File: config.mk
export PLATFORM = sky130hd
export DESIGN_NAME = fp_addsub_ctrl
export DESIGN_NICKNAME = d
export VERILOG_FILES = /design/src/rtl/fp_addsub_pkg.sv /design/src/rtl/fp_lzc.sv /design/src/rtl/fp_addsub_ctrl.sv
export SDC_FILE = /design/constraint.sdc
export NUM_CORES = 1
export LEC_CHECK = 0
export CORE_ASPECT_RATIO = 0.5
export CORE_MARGIN = 1.5
export CORE_UTILIZATION = 55
export CTS_CLUSTER_DIAMETER = 150
export DETAILED_ROUTE_END_ITERATION = 6
export PLACE_DENSITY = 0.8
export SLEW_MARGIN = 10
export SYNTH_ARGS = -nofsm -noshare
export SYNTH_HDL_FRONTEND = slang
export SYNTH_SLANG_ARGS = --single-unit
File: constraint.sdc
create_clock -name clk -period 5.8 [get_ports clk]
set_input_delay 1.16 -clock clk [delete_from_list [all_inputs] [get_ports clk]]
set_output_delay 1.16 -clock clk [all_outputs]
set_load 0.005 [all_outputs]
File: src/rtl/fp_addsub_pkg.sv
// fp_addsub_pkg: shared types, widths and constants for the binary32 add/sub sequencer
package fp_addsub_pkg;
    localparam int EXP_W = 8;
    localparam int MAN_W = 23;
    localparam int SIG_W = MAN_W + 1;
    localparam int EXT_W = SIG_W + 3;
    localparam int SUM_W = EXT_W + 1;
    localparam int EXP_BIAS = 127;
    localparam int EXP_MAX = 255;
    localparam logic [31:0] QNAN = 32'h7FC0_0000;

    typedef enum logic [2:0] {IDLE, ALIGN, ADD, NORM, ROUND, DONE} state_t;

    typedef struct packed {
        logic             sign;
        logic [EXP_W-1:0] exp;
        logic [SIG_W-1:0] sig;
    } fp_t;

    // denormals flush to a signed zero: exponent 0 always yields a zero significand
    function automatic fp_t unpack(input logic [31:0] v, input logic s);
        fp_t r;
        r.sign = s;
        r.exp  = v[30:23];
        r.sig  = (v[30:23] == '0) ? '0 : {1'b1, v[22:0]};
        return r;
    endfunction
endpackage

File: src/rtl/fp_lzc.sv
// fp_lzc: combinational leading-zero counter over the 28-bit sum (28 when all zero)
//   in_v : word to scan
//   cnt  : number of leading zeros
module fp_lzc
    import fp_addsub_pkg::*;
(
    input  logic [SUM_W-1:0] in_v,
    output logic [4:0]       cnt
);
    always_comb begin
        cnt = 5'(SUM_W);
        for (int i = 0; i < SUM_W; i++)
            if (in_v[i]) cnt = 5'(SUM_W - 1 - i);
    end
endmodule

File: src/rtl/fp_addsub_ctrl.sv
// fp_addsub_ctrl: multi-cycle binary32 add/sub sequencer (IDLE, ALIGN, ADD, NORM, ROUND, DONE)
//   clk, rst_n           : clock, async active-low reset
//   in_valid/in_ready    : operand handshake for a, b, op (op=1 a+b, op=0 a-b)
//   out_valid/out_ready  : result handshake for result and flags {invalid, overflow, underflow}
//   FP_ADDSUB_RNE_EN     : defined = round-to-nearest-even, undefined = truncate
module fp_addsub_ctrl
    import fp_addsub_pkg::*;
(
    input  logic        clk,
    input  logic        rst_n,
    input  logic        in_valid,
    output logic        in_ready,
    input  logic [31:0] a,
    input  logic [31:0] b,
    input  logic        op,
    output logic        out_valid,
    input  logic        out_ready,
    output logic [31:0] result,
    output logic [2:0]  flags
);
`ifdef FP_ADDSUB_RNE_EN
    localparam logic RNE = 1'b1;
`else
    localparam logic RNE = 1'b0;
`endif
    state_t           state_q, state_d;
    logic             in_ready_q, in_ready_d, out_valid_q, out_valid_d;
    logic [31:0]      result_q, result_d;
    logic [2:0]       flags_q, flags_d;
    fp_t              x_q, x_d, y_q, y_d;
    logic             sign_q, sign_d, sub_q, sub_d, zero_q, zero_d;
    logic [9:0]       exp_q, exp_d;
    logic [EXT_W-1:0] mx_q, mx_d, my_q, my_d, fld_q, fld_d;
    logic [SUM_W-1:0] sum_q, sum_d;
    fp_t              ua, ub, big, sml;
    logic             a_nan, b_nan, a_inf, b_inf, clash, x_ge, lost, rup, ovf, unf;
    logic [31:0]      spec_res;
    logic [EXP_W-1:0] diff;
    logic [EXT_W-1:0] sfull, shifted, shl;
    logic [4:0]       lzc;
    logic [SIG_W:0]   man;
    logic [9:0]       ex_r;
    logic [MAN_W-1:0] frac;

    fp_lzc u_lzc (.in_v(sum_q), .cnt(lzc));

    assign ua       = unpack(a, a[31]);
    assign ub       = unpack(b, op ? b[31] : ~b[31]);
    assign a_nan    = (&a[30:23]) & (|a[22:0]);
    assign b_nan    = (&b[30:23]) & (|b[22:0]);
    assign a_inf    = (&a[30:23]) & ~(|a[22:0]);
    assign b_inf    = (&b[30:23]) & ~(|b[22:0]);
    assign clash    = a_inf & b_inf & (a[31] ^ ub.sign);
    assign spec_res = (a_nan | b_nan | clash) ? QNAN : {a_inf ? a[31] : ub.sign, 8'hFF, 23'd0};

    assign x_ge    = {x_q.exp, x_q.sig} >= {y_q.exp, y_q.sig};
    assign big     = x_ge ? x_q : y_q;
    assign sml     = x_ge ? y_q : x_q;
    assign diff    = big.exp - sml.exp;
    assign sfull   = {sml.sig, 3'b000};
    assign shifted = sfull >> diff;
    // the mask covers every bit pushed out, so shifts of 27 or more fold the whole significand into sticky
    assign lost    = |(sfull & ((EXT_W'(1) << diff) - EXT_W'(1)));

    // without a carry the hidden bit sits at bit 26, so the left shift is one less than lzc
    assign shl = EXT_W'(sum_q << (lzc - 5'd1));

    assign rup  = RNE & fld_q[2] & (fld_q[3] | (|fld_q[1:0]));
    assign man  = {1'b0, fld_q[EXT_W-1:3]} + (SIG_W+1)'(rup);
    assign ex_r = exp_q + 10'(man[SIG_W]);
    assign frac = man[SIG_W] ? man[MAN_W:1] : man[MAN_W-1:0];
    assign ovf  = ~ex_r[9] & (ex_r >= 10'(EXP_MAX));
    assign unf  = ex_r[9] | (ex_r == '0);

    always_comb begin
        state_d     = state_q;
        in_ready_d  = in_ready_q;
        out_valid_d = out_valid_q;
        result_d    = result_q;
        flags_d     = flags_q;
        x_d         = x_q;
        y_d         = y_q;
        sign_d      = sign_q;
        sub_d       = sub_q;
        zero_d      = zero_q;
        exp_d       = exp_q;
        mx_d        = mx_q;
        my_d        = my_q;
        sum_d       = sum_q;
        fld_d       = fld_q;
        case (state_q)
            IDLE: if (in_valid & in_ready_q) begin
                in_ready_d = 1'b0;
                if (a_nan | b_nan | a_inf | b_inf) begin
                    state_d     = DONE;
                    out_valid_d = 1'b1;
                    result_d    = spec_res;
                    flags_d     = {clash, 2'b00};
                end else begin
                    state_d = ALIGN;
                    x_d     = ua;
                    y_d     = ub;
                end
            end
            ALIGN: begin
                state_d = ADD;
                sign_d  = big.sign;
                sub_d   = big.sign ^ sml.sign;
                exp_d   = {2'b00, big.exp};
                mx_d    = {big.sig, 3'b000};
                my_d    = {shifted[EXT_W-1:1], shifted[0] | lost};
            end
            ADD: begin
                state_d = NORM;
                sum_d   = sub_q ? {1'b0, mx_q} - {1'b0, my_q} : {1'b0, mx_q} + {1'b0, my_q};
            end
            NORM: begin
                state_d = ROUND;
                fld_d   = sum_q[SUM_W-1] ? {sum_q[SUM_W-1:2], |sum_q[1:0]} : shl;
                exp_d   = exp_q + 10'd1 - 10'(lzc);
                zero_d  = sum_q == '0;
            end
            ROUND: begin
                state_d     = DONE;
                out_valid_d = 1'b1;
                // an exact cancellation gives +0; only two like-signed zeros keep their sign
                result_d    = zero_q ? {sign_q & ~sub_q, 31'd0} :
                              ovf    ? {sign_q, 8'hFF, 23'd0} :
                              unf    ? {sign_q, 31'd0} : {sign_q, ex_r[7:0], frac};
                flags_d     = zero_q ? 3'b000 : {1'b0, ovf, unf};
            end
            DONE: if (out_ready) begin
                state_d     = IDLE;
                out_valid_d = 1'b0;
                in_ready_d  = 1'b1;
            end
            default: state_d = IDLE;
        endcase
    end

    always_ff @(posedge clk or negedge rst_n) begin
        if (!rst_n) begin
            state_q     <= IDLE;
            in_ready_q  <= 1'b1;
            out_valid_q <= 1'b0;
            result_q    <= '0;
            flags_q     <= '0;
            x_q         <= '0;
            y_q         <= '0;
            sign_q      <= 1'b0;
            sub_q       <= 1'b0;
            zero_q      <= 1'b0;
            exp_q       <= '0;
            mx_q        <= '0;
            my_q        <= '0;
            sum_q       <= '0;
            fld_q       <= '0;
        end else begin
            state_q     <= state_d;
            in_ready_q  <= in_ready_d;
            out_valid_q <= out_valid_d;
            result_q    <= result_d;
            flags_q     <= flags_d;
            x_q         <= x_d;
            y_q         <= y_d;
            sign_q      <= sign_d;
            sub_q       <= sub_d;
            zero_q      <= zero_d;
            exp_q       <= exp_d;
            mx_q        <= mx_d;
            my_q        <= my_d;
            sum_q       <= sum_d;
            fld_q       <= fld_d;
        end
    end

    assign in_ready  = in_ready_q;
    assign out_valid = out_valid_q;
    assign result    = result_q;
    assign flags     = flags_q;
endmodule

==> impl_metrics.json <==
{
  "status": "complete, no violations",
  "overflow": 0,
  "htreeDepth": 1,
  "worstMarginPinSlew_ps": 1180,
  "die_h_um": 125,
  "nNetsFinal": 2102,
  "synth_top_family_by_area": "compound AO/OA/AOI/OAI gates",
  "fin_setup_tns_ps": 0,
  "drc": 0,
  "syn_inst": 1889,
  "clkTransAtPathRegs_ps": 70,
  "cts_made_buffers": 22,
  "cts_tree": "yes",
  "synthesis.area_mm2": 0.0163,
  "finalCriticalPeriod_ps": 5370,
  "synthXorXnorAreaFrac": 0.0256,
  "ant_nets": 0,
  "synth-simple-area-share": 0.158,
  "slew_violations": 0,
  "drive_gt1_frac": 0.0770,
  "critPathCaptureType": "flop",
  "synth_compound_area_frac": 0.239,
  "grt_pass1_wl_mm": 76.2,
  "detail_route.wl_per_cell_um": 20.3,
  "fin_skew_ps": 19.3,
  "hold_buffers": 0,
  "criticalPathCategory": "flop to flop",
  "dieArea_mm2": 0.0308,
  "insertion_delay_ps": 530,
  "start_util": 0.561,
  "crit_required_ps": 6200,
  "row_count": 44,
  "synth-async-reset-ratio": 1.00,
  "synth.distinct_cells": 91,
  "post_cts_resized": 0,
  "synth_nets": 2060,
  "drt_iter0_drc": 1726,
  "grt_max_degree": 116,
  "synth-edff-count": 0,
  "final_common_cell": "dfrtp_1",
  "antenna_found_initial": 0,
  "grt_setup_unrepaired": "false",
  "grt_pass1_vias": 13774,
  "area_delta_synth_final_pct": 12.8,
  "syn_avg_cell_area_um2": 8.65,
  "vias": 14882,
  "wl_mm": 47.5,
  "track_usage": 0.307,
  "critPathArrivalTime_ps": 5760,
  "cts_root_buf": "clkbuf_16",
  "cts_setup_buffers": 0,
  "io_buffers": 105,
  "routabilityCongestion": 0.976,
  "period_share": 0.925,
  "max_freq_mhz": 186,
  "max_slew_margin": 0.211,
  "fp.dieW_um": 247,
  "antenna_cells": 0,
  "final_cell_mix": "dfrtp_1 (220), nand2_1 (208), nor2_1 (179), o21ai_0 (119), a21oi_1 (115)",
  "synthMuxAreaShare": 0.106,
  "synth.yosys.seq_area_share": 0.338,
  "fp.coreArea_mm2": 0.0291,
  "synth_fa_ha_area_frac": 0.0796,
  "ys_ff_latch": 221,
  "hold_class": "flop to flop",
  "cp_max_fo": 73,
  "hpwl_mm": 35.3,
  "vias_per_cell": 6.37,
  "yosysWarnings": 0,
  "hold_violations": 0,
  "cts.sinks": 221,
  "cts_buffer_depth": 3,
  "synth_ff_type": "dfrtp_1",
  "io_pins": 106,
  "cp-start-kind": "flop",
  "setup_violations": 0,
  "firstDrtPassIters": 6,
  "max_cap_viol_count": 0
}
[cell type report]
class | instances | area, um2
fillers | 2465 | 10700
multi-input cells | 1445 | 9980
flip-flops and latches | 221 | 5530
repair buffers | 134 | 1290
clock buffers | 28 | 624
well taps | 391 | 489
inverters | 107 | 402
clock inverters | 12 | 118
[per-layer routing]
layer / vias up / routed length, um / GRT usage / share of wire
met4: 0 / 859 / 0.0563 / 0.018
li1: 6988 / - / - / -
met3: 58 / 3910 / 0.0468 / 0.082
met1: 7184 / 22500 / 0.479 / 0.47
met2: 652 / 20300 / 0.449 / 0.43
met5: - / 0 / 0 / 0
[synth_stat cells, types with 19 or more instances]
cell / number / area share
a211oi_1: 32 / 0.015
a21oi_1: 118 / 0.036
a22o_1: 72 / 0.039
a31oi_1: 50 / 0.019
clkbuf_1: 93 / 0.021
dfrtp_1: 220 / 0.34
ha_1: 100 / 0.077
inv_1: 107 / 0.025
mux2_2: 28 / 0.019
mux2i_1: 102 / 0.062
nand2_1: 208 / 0.048
nand3_1: 23 / 0.0070
nor2_1: 180 / 0.041
nor3_1: 34 / 0.010
nor4_1: 23 / 0.0088
o21ai_0: 119 / 0.036
o22ai_1: 32 / 0.012
xnor2_1: 27 / 0.014
xor2_1: 19 / 0.010
[path summary, 6_finish.rpt]
| kind | from | end | slack (ps) | depth (start not counted) |
|---|---|---|---|---|
| setup / recovery | x_q[31]$_DFFE_PN0P_ | my_q[0]$_DFFE_PN0P_ | 430 | 15 |
| hold / removal | exp_q[8]$_DFFE_PN0P_ | exp_q[8]$_DFFE_PN0P_ | 480 | 2 |
| setup reg to reg | x_q[31]$_DFFE_PN0P_ | my_q[0]$_DFFE_PN0P_ | 430 | 15 |
| hold reg to reg | exp_q[8]$_DFFE_PN0P_ | exp_q[8]$_DFFE_PN0P_ | 480 | 2 |
| max in group asynchronous | rst_n | result[15]$_DFFE_PN0P_ | 4020 | 2 |
| min in group asynchronous | rst_n | y_q[24]$_DFFE_PN0P_ | 700 | 1 |
[metrics by stage]
stage          instance area [um2]  cells  utilization  hold WS, ps  setup slack, ps
6_report                     18400   2338        0.633          483              434
5_1_grt                      18400   2338        0.633          513              229
4_1_cts                      18400   2338        0.633          485              577
3_5_place_dp                 17700   2298        0.608          470              579
3_3_place_gp                 17700   2298        0.608          461              764
2_1_floorplan                16300   1889            -          450              141
[flip-flops by register name, indices dropped and copies added (netlist names), 10 cells and up]
register  cells
result       32
sum_q        28
y_q          33
fld_q        23
exp_q        10
mx_q         24
x_q          33
my_q         27
[critical path: stages (launching register included)]
cell and delay [ps]:
dfrtp_1 400, ha_1 410, and2_1 230, a221oi_1 400
o211ai_2 280, a21oi_4 190, buf_4 700, mux2i_1 420
mux2i_1 220, mux4_2 520, mux2i_1 230, mux2_2 190
nor3_1 40, or4_1 520, o41ai_2 300, o211ai_1 140
[kinds of logic (layout without fill, tap and decap cells)]
| logic type | after synthesis | in the layout |
|---|---|---|
| adders and majority gates | 103 | 103 |
| buffers and inverters | 223 | 281 |
| AOI/OAI and AO/OA | 580 | 580 |
| xor gates and xnor gates | 47 | 47 |
| and+or+nand+nor | 567 | 567 |
| DFF | 221 | 221 |
| muxes | 148 | 148 |
Power is not shown: default switching activity piles up to over one toggle a cycle in this logic, so the estimate is an artifact.
